File: config.mk
export PLATFORM = sky130hd
export DESIGN_NAME = stack_sequencer
export DESIGN_NICKNAME = d
export VERILOG_FILES = /design/src/rtl/stack_sequencer.sv
export SDC_FILE = /design/constraint.sdc
export NUM_CORES = 1
export LEC_CHECK = 0
export BUFFER_PORTS_ARGS = -buffer_cell sky130_fd_sc_hd__buf_4
export CORE_MARGIN = 1.5
export CORE_UTILIZATION = 55
export DETAILED_ROUTE_END_ITERATION = 7
export GPL_TIMING_DRIVEN = 0
export PLACE_DENSITY = 0.78
export SYNTH_ARGS = -nofsm -noshare
export SYNTH_HDL_FRONTEND = slang
export SYNTH_SLANG_ARGS = --single-unit
File: constraint.sdc
create_clock -name Clk -period 3.3 [get_ports Clk]
set_clock_uncertainty 0.1 [all_clocks]
set_input_delay 0 -clock Clk [delete_from_list [all_inputs] [get_ports Clk]]
set_output_delay 0 -clock Clk [all_outputs]
set_load 0.1 [all_outputs]
File: src/rtl/stack_sequencer.sv
// Return-address stack controller: two requesters (CPU, IRQ) share an 8-entry stack
// through a fixed IDLE -> EXEC -> RESP handshake with IRQ priority and a CPU starvation guard.
module stack_sequencer #(
    parameter int DATA_W = 12,
    parameter int DEPTH  = 8,
    parameter int PTR_W  = 3
) (
    input  logic              Clk,
    input  logic              Reset,
    input  logic              CpuReq,
    input  logic              CpuOp,
    input  logic [DATA_W-1:0] CpuData,
    output logic              CpuAck,
    input  logic              IrqReq,
    input  logic              IrqOp,
    input  logic [DATA_W-1:0] IrqData,
    output logic              IrqAck,
    output logic [DATA_W-1:0] RdData,
    output logic              RdValid,
    output logic [PTR_W-1:0]  SP,
    output logic [PTR_W:0]    Count,
    output logic              Full,
    output logic              Empty,
    output logic              Err,
    output logic [1:0]        ErrCode,
    input  logic              ErrClr
);

    typedef enum logic [1:0] {S_IDLE, S_EXEC, S_RESP} state_t;
    typedef enum logic [1:0] {ERR_NONE = 2'b00, ERR_OVF = 2'b01, ERR_UDF = 2'b10} err_t;

    state_t              state_q;
    err_t                err_code_q;
    logic                owner_irq_q;
    logic                op_q;
    logic [DATA_W-1:0]   data_q;
    logic [PTR_W:0]      count_q;
    logic [1:0]          starve_q;
    logic                err_q;
    logic                cpu_ack_q;
    logic                irq_ack_q;
    logic                rd_valid_q;
    logic [DATA_W-1:0]   rd_data_q;
    logic [DATA_W-1:0]   mem_q [DEPTH];

    logic                full;
    logic                empty;
    logic                grant_cpu;
    logic [PTR_W-1:0]    top_idx;

    assign full      = (count_q == (PTR_W+1)'(DEPTH));
    assign empty     = (count_q == '0);
    assign top_idx   = count_q[PTR_W-1:0] - PTR_W'(1);
    // CPU wins only when IRQ is idle or IRQ has already taken two contested grants in a row
    assign grant_cpu = CpuReq && (!IrqReq || (starve_q == 2'd2));

    // Storage is deliberately not reset; a failed push never writes.
    always_ff @(posedge Clk) begin
        if (!Reset && (state_q == S_EXEC) && !op_q && !full) begin
            mem_q[count_q[PTR_W-1:0]] <= data_q;
        end
    end

    always_ff @(posedge Clk) begin
        if (Reset) begin
            state_q     <= S_IDLE;
            err_code_q  <= ERR_NONE;
            owner_irq_q <= 1'b0;
            op_q        <= 1'b0;
            data_q      <= '0;
            count_q     <= '0;
            starve_q    <= '0;
            err_q       <= 1'b0;
            cpu_ack_q   <= 1'b0;
            irq_ack_q   <= 1'b0;
            rd_valid_q  <= 1'b0;
            rd_data_q   <= '0;
        end else begin
            cpu_ack_q  <= 1'b0;
            irq_ack_q  <= 1'b0;
            rd_valid_q <= 1'b0;
            // A new error raised in EXEC below overrides this clear.
            if (ErrClr) begin
                err_q      <= 1'b0;
                err_code_q <= ERR_NONE;
            end
            case (state_q)
                S_IDLE: begin
                    if (CpuReq || IrqReq) begin
                        owner_irq_q <= !grant_cpu;
                        op_q        <= grant_cpu ? CpuOp : IrqOp;
                        data_q      <= grant_cpu ? CpuData : IrqData;
                        state_q     <= S_EXEC;
                        if (grant_cpu || !CpuReq) starve_q <= '0;
                        else                      starve_q <= starve_q + 2'd1;
                    end
                end
                S_EXEC: begin
                    if (!op_q) begin
                        if (full) begin
                            err_q      <= 1'b1;
                            err_code_q <= ERR_OVF;
                        end else begin
                            count_q <= count_q + (PTR_W+1)'(1);
                        end
                    end else begin
                        if (empty) begin
                            err_q      <= 1'b1;
                            err_code_q <= ERR_UDF;
                        end else begin
                            rd_data_q <= mem_q[top_idx];
                            count_q   <= count_q - (PTR_W+1)'(1);
                        end
                    end
                    cpu_ack_q  <= !owner_irq_q;
                    irq_ack_q  <= owner_irq_q;
                    rd_valid_q <= op_q && !empty;
                    state_q    <= S_RESP;
                end
                S_RESP:  state_q <= S_IDLE;
                default: state_q <= S_IDLE;
            endcase
        end
    end

    assign CpuAck  = cpu_ack_q;
    assign IrqAck  = irq_ack_q;
    assign RdData  = rd_data_q;
    assign RdValid = rd_valid_q;
    assign Count   = count_q;
    assign SP      = empty ? '0 : top_idx;
    assign Full    = full;
    assign Empty   = empty;
    assign Err     = err_q;
    assign ErrCode = err_code_q;

endmodule
==> impl_metrics.csv <==
group,metric,value,unit
outcome,outcome,"finished, final reports clean",
global_routing,globalRouteMet1Util,31.3,%
setup_path,timing.rr.start,"Count[0]",
logic_synthesis,synthDominantCellAreaShare,52.6,%
timing,post-route-period-util,91.1,%
timing,hold_viol,0,
power_and_ir_drop,power_frac_clock,41.7,%
routing,number_of_detailed_routing_iterations_run_before_antenna_repair,4,
setup_path,cp_max_fo,16,
setup_path,path_class,"reg2reg",
global_routing,grt_pass1_wl,19500,µm
logic_synthesis,yosys_warnings,0,
global_routing,grt_use_total,26.4,%
global_routing,antenna_found_initial,0,
final_layout,antenna_cells_inserted,0,
power_and_ir_drop,power.sequential.fraction,41.9,%
floorplan,dieHeight,103,µm
power_and_ir_drop,int_pwr,3410,µW
timing,setup-tns-final,0,ps
worst_hold_path,hold_path_depth,3,
clocking,cts.root.buffer_cell,"clkbuf_8",
logic_synthesis,ys.flop_type,"edfxtp_1",
timing,maxSlewHeadroom,11.8,%
floorplan,placement_rows,36,
power_and_ir_drop,combinational_fraction_of_design_power,16.4,%
routing,drt-wirelength-per-cell,21.2,µm
logic_synthesis,synth_area_leaders,"edfxtp_1, dfxtp_1, mux4_2, nor2_1, mux2i_1",
worst_hold_path,holdCritStartpoint,"Reset",
logic_synthesis,synth.largest_area_cell,"edfxtp_1",
clocking,insertion_delay,520,ps
timing,setup_viol,0,
power_and_ir_drop,power_per_cell_area,666,nW/µm²
final_layout,num-fill-cells,599,
logic_synthesis,synth_seq_cells,136,
timing,setup_ws,293,ps
logic_synthesis,synth_fa_ha_area_share,1.28,%
logic_synthesis,synth.most_common_cell,"edfxtp_1",
placement,gp_congestion,0.821,
floorplan,initial_utilization,56.3,%
clocking,clock_tree.htree_level_count,4,
timing,tightest_slew,1320,ps
global_routing,overflow,0,
routing,wl,12700,µm
final_layout,drive_gt1_share,33.8,%
setup_path,worst_r2r_path_depth,9,
floorplan,floorplan.core_area,9730,µm²
logic_synthesis,netlist_instances,348,
routing,first_iter_violations,241,
routing,postRouteAntennaNets,0,
placement,buffer_ports.inserted,57,
routing,drc,0,
power_and_ir_drop,sw_frac_of_total,27.1,%
worst_hold_path,path_class_of_the_lowest_slack_min_delay_path,"in2reg",
clocking,numCtsBuffers,17,
logic_synthesis,synthSimpleGateAreaFrac,9.09,%
setup_path,worst_r2r_endpoint,"RdData[6]",
floorplan,design.die.area,10600,µm²
placement,dp_hpwl,7020,µm
power_and_ir_drop,p_total,4670,µW
clocking,tritoncts_num_sinks,136,
setup_path,reg2reg_setup_slack,290,ps
power_and_ir_drop,sw_pwr,1260,µW
routing,num_vias,3432,
logic_synthesis,synth-xor-area-share,0.776,%
timing,period_minus_slack,3010,ps
setup_path,cp.arrival,3270,ps
worst_hold_path,timing.hold.worst_endpoint,"data_q[7]",
clocking,cts_buffer_depth,2,
final_layout,design.final.nets,490,
global_routing,vias_in_the_first_global_route,3646,
logic_synthesis,combinational_family_with_the_most_area_after_synthesis,"multiplexers",
setup_path,critPathRequiredTime,3570,ps
global_routing,pin_count_of_the_biggest_net_entering_global_routing,17,
global_routing,globalRouteMet3Util,5.36,%
logic_synthesis,per_instance_average_area_after_synthesis,15.7,µm²
logic_synthesis,synth_seq_area_share,67.2,%
logic_synthesis,syn-cell-area,5480,µm²
final_layout,share_of_the_core_filled_with_cells_in_the_final_layout,72.1,%
global_routing,groute.layer.met2.usage,47.6,%
clocking,tritoncts,"yes",
clocking,clk_transition_reported_paths,60,ps
setup_path,crit_path_start_kind,"flip-flop",
global_routing,most_crowded_layer_gr,"met2",
logic_synthesis,synthArstFlopShare,0,%
setup_path,critical_path_endpoint_category,"flip-flop",
routing,post_drt_via_cell_ratio,5.72,
logic_synthesis,yosysUniqueCellTypes,45,
timing,timing.fmax,333,MHz
flow_run,max_cap_violations,0,
logic_synthesis,syn_nets,384,
floorplan,io-pin-count,58,
timing,setup_repair_after_global_routing_missed_its_margin,"no",
placement,place_ws,156,ps
logic_synthesis,compound_cell_area_share_of_the_yosys_netlist,6.44,%
logic_synthesis,synth.mux.area_fraction,12.2,%
logic_synthesis,post_synth_most_frequent_cells,"edfxtp_1, nor2_1, dfxtp_1",
timing,drv_slew,0,
floorplan,die-width,103,µm
power_and_ir_drop,p_leak,0.00255,µW
power_and_ir_drop,ir_drop,533,µV
logic_synthesis,synth_enable_flop_cells,96,
final_layout,area_growth_syn_to_layout,28.0,%
[sequential cells by signal, summed over array words and instances, names as in the netlist]
register,cells
Count,4
CpuAck,1
Err,1
ErrCode,2
IrqAck,1
RdData,12
RdValid,1
data_q,12
mem_q,96
op_q,1
owner_irq_q,1
starve_q,2
state_q,2
[critical path, cell delays in order, from the launching register on]
cell     delay [ps]
dfxtp_1         340
buf_4           250
buf_4           290
inv_1           140
ha_1            310
buf_2           390
buf_2           380
mux4_2          360
o22ai_2         200
nor3_2           70
[power groups by stage]
stage	registers (µW)	logic [µW]	clock network (µW)
2_1_floorplan	2060	466	0
3_3_place_gp	1980	706	0
3_5_place_dp	1990	714	0
4_1_cts	1960	760	1960
5_1_grt	1960	813	2030
6_report	1960	764	1950
[stage by stage]
| stage | area, µm² | cells | hold slack, ps |
|---|---|---|---|
| finish | 7020 | 600 | 38.1 |
| CTS | 7010 | 601 | 11.6 |
| detailed placement | 6080 | 538 | 206 |
| floorplan | 5490 | 348 | 77.9 |
| global route | 7020 | 600 | 49.5 |
| global placement | 6080 | 538 | 197 |
[what timing repair did]
item | in CTS | in global routing
endpoints found under the setup margin | 0 | 38
resized for setup | 0 | 4
endpoints found under the hold margin | 20 | 0
buffers inserted | 0 | 0
hold buffers | 31 | 0
[logic make-up after synthesis]
family                   after synthesis
multiplexers                          37
buffers and inverters                 28
AND/OR/NAND/NOR                       94
adder cells (fa/ha/maj)                5
XOR/XNOR                               4
flip-flops                           136
AO/OA/AOI/OAI                         44
[cell type report]
type	count	area [µm²]	area share, %
buffer	19	129	1.84
clock buffer	18	418	5.96
clock inverter	14	200	2.85
inverter	8	30.0	0.428
multi-input combinational	184	1650	23.5
sequential	136	3680	52.5
tap	133	166	2.37
timing repair buffer	88	738	10.5
[worst max path at each step]
| stage | cells past startpoint | startpoint | slack [ps] | to |
|---|---|---|---|---|
| 2_1_floorplan | 7 | Count[0] | -280 | SP[2] |
| 3_3_place_gp | 9 | Count[0] | 190 | RdData[1] |
| 3_5_place_dp | 9 | Count[0] | 160 | RdData[1] |
| 4_1_cts | 9 | Count[0] | 90 | RdData[1] |
| 5_1_grt | 9 | Count[0] | 80 | RdData[6] |
| 6_report | 9 | Count[0] | 290 | RdData[6] |
[layout by cell type, fill, tap and decap left out, types with 3 or more instances in the layout]
master	instances
o22ai_2	10
buf_4	61
nor3_1	5
nand2_1	13
inv_1	8
dlygate4sd3_1	31
nor2_1	39
nor2_2	7
xnor2_1	3
clkinvlp_4	3
bufinv_16	4
mux4_2	24
edfxtp_1	96
a211oi_1	14
a21oi_1	9
clkbuf_16	16
mux2i_1	13
ha_1	4
dfxtp_1	40
nor3_2	11
clkinv_4	5
nor2b_1	3
clkbuf_1	5
buf_2	5
[routing by layer]
metal | part of all wire, % | vias up
met5 | 0 | -
met4 | 1.8 | 0
met3 | 6.7 | 23
met2 | 53 | 155
met1 | 38 | 1707
li1 | - | 1547
Power figures use the tool's default switching activity.
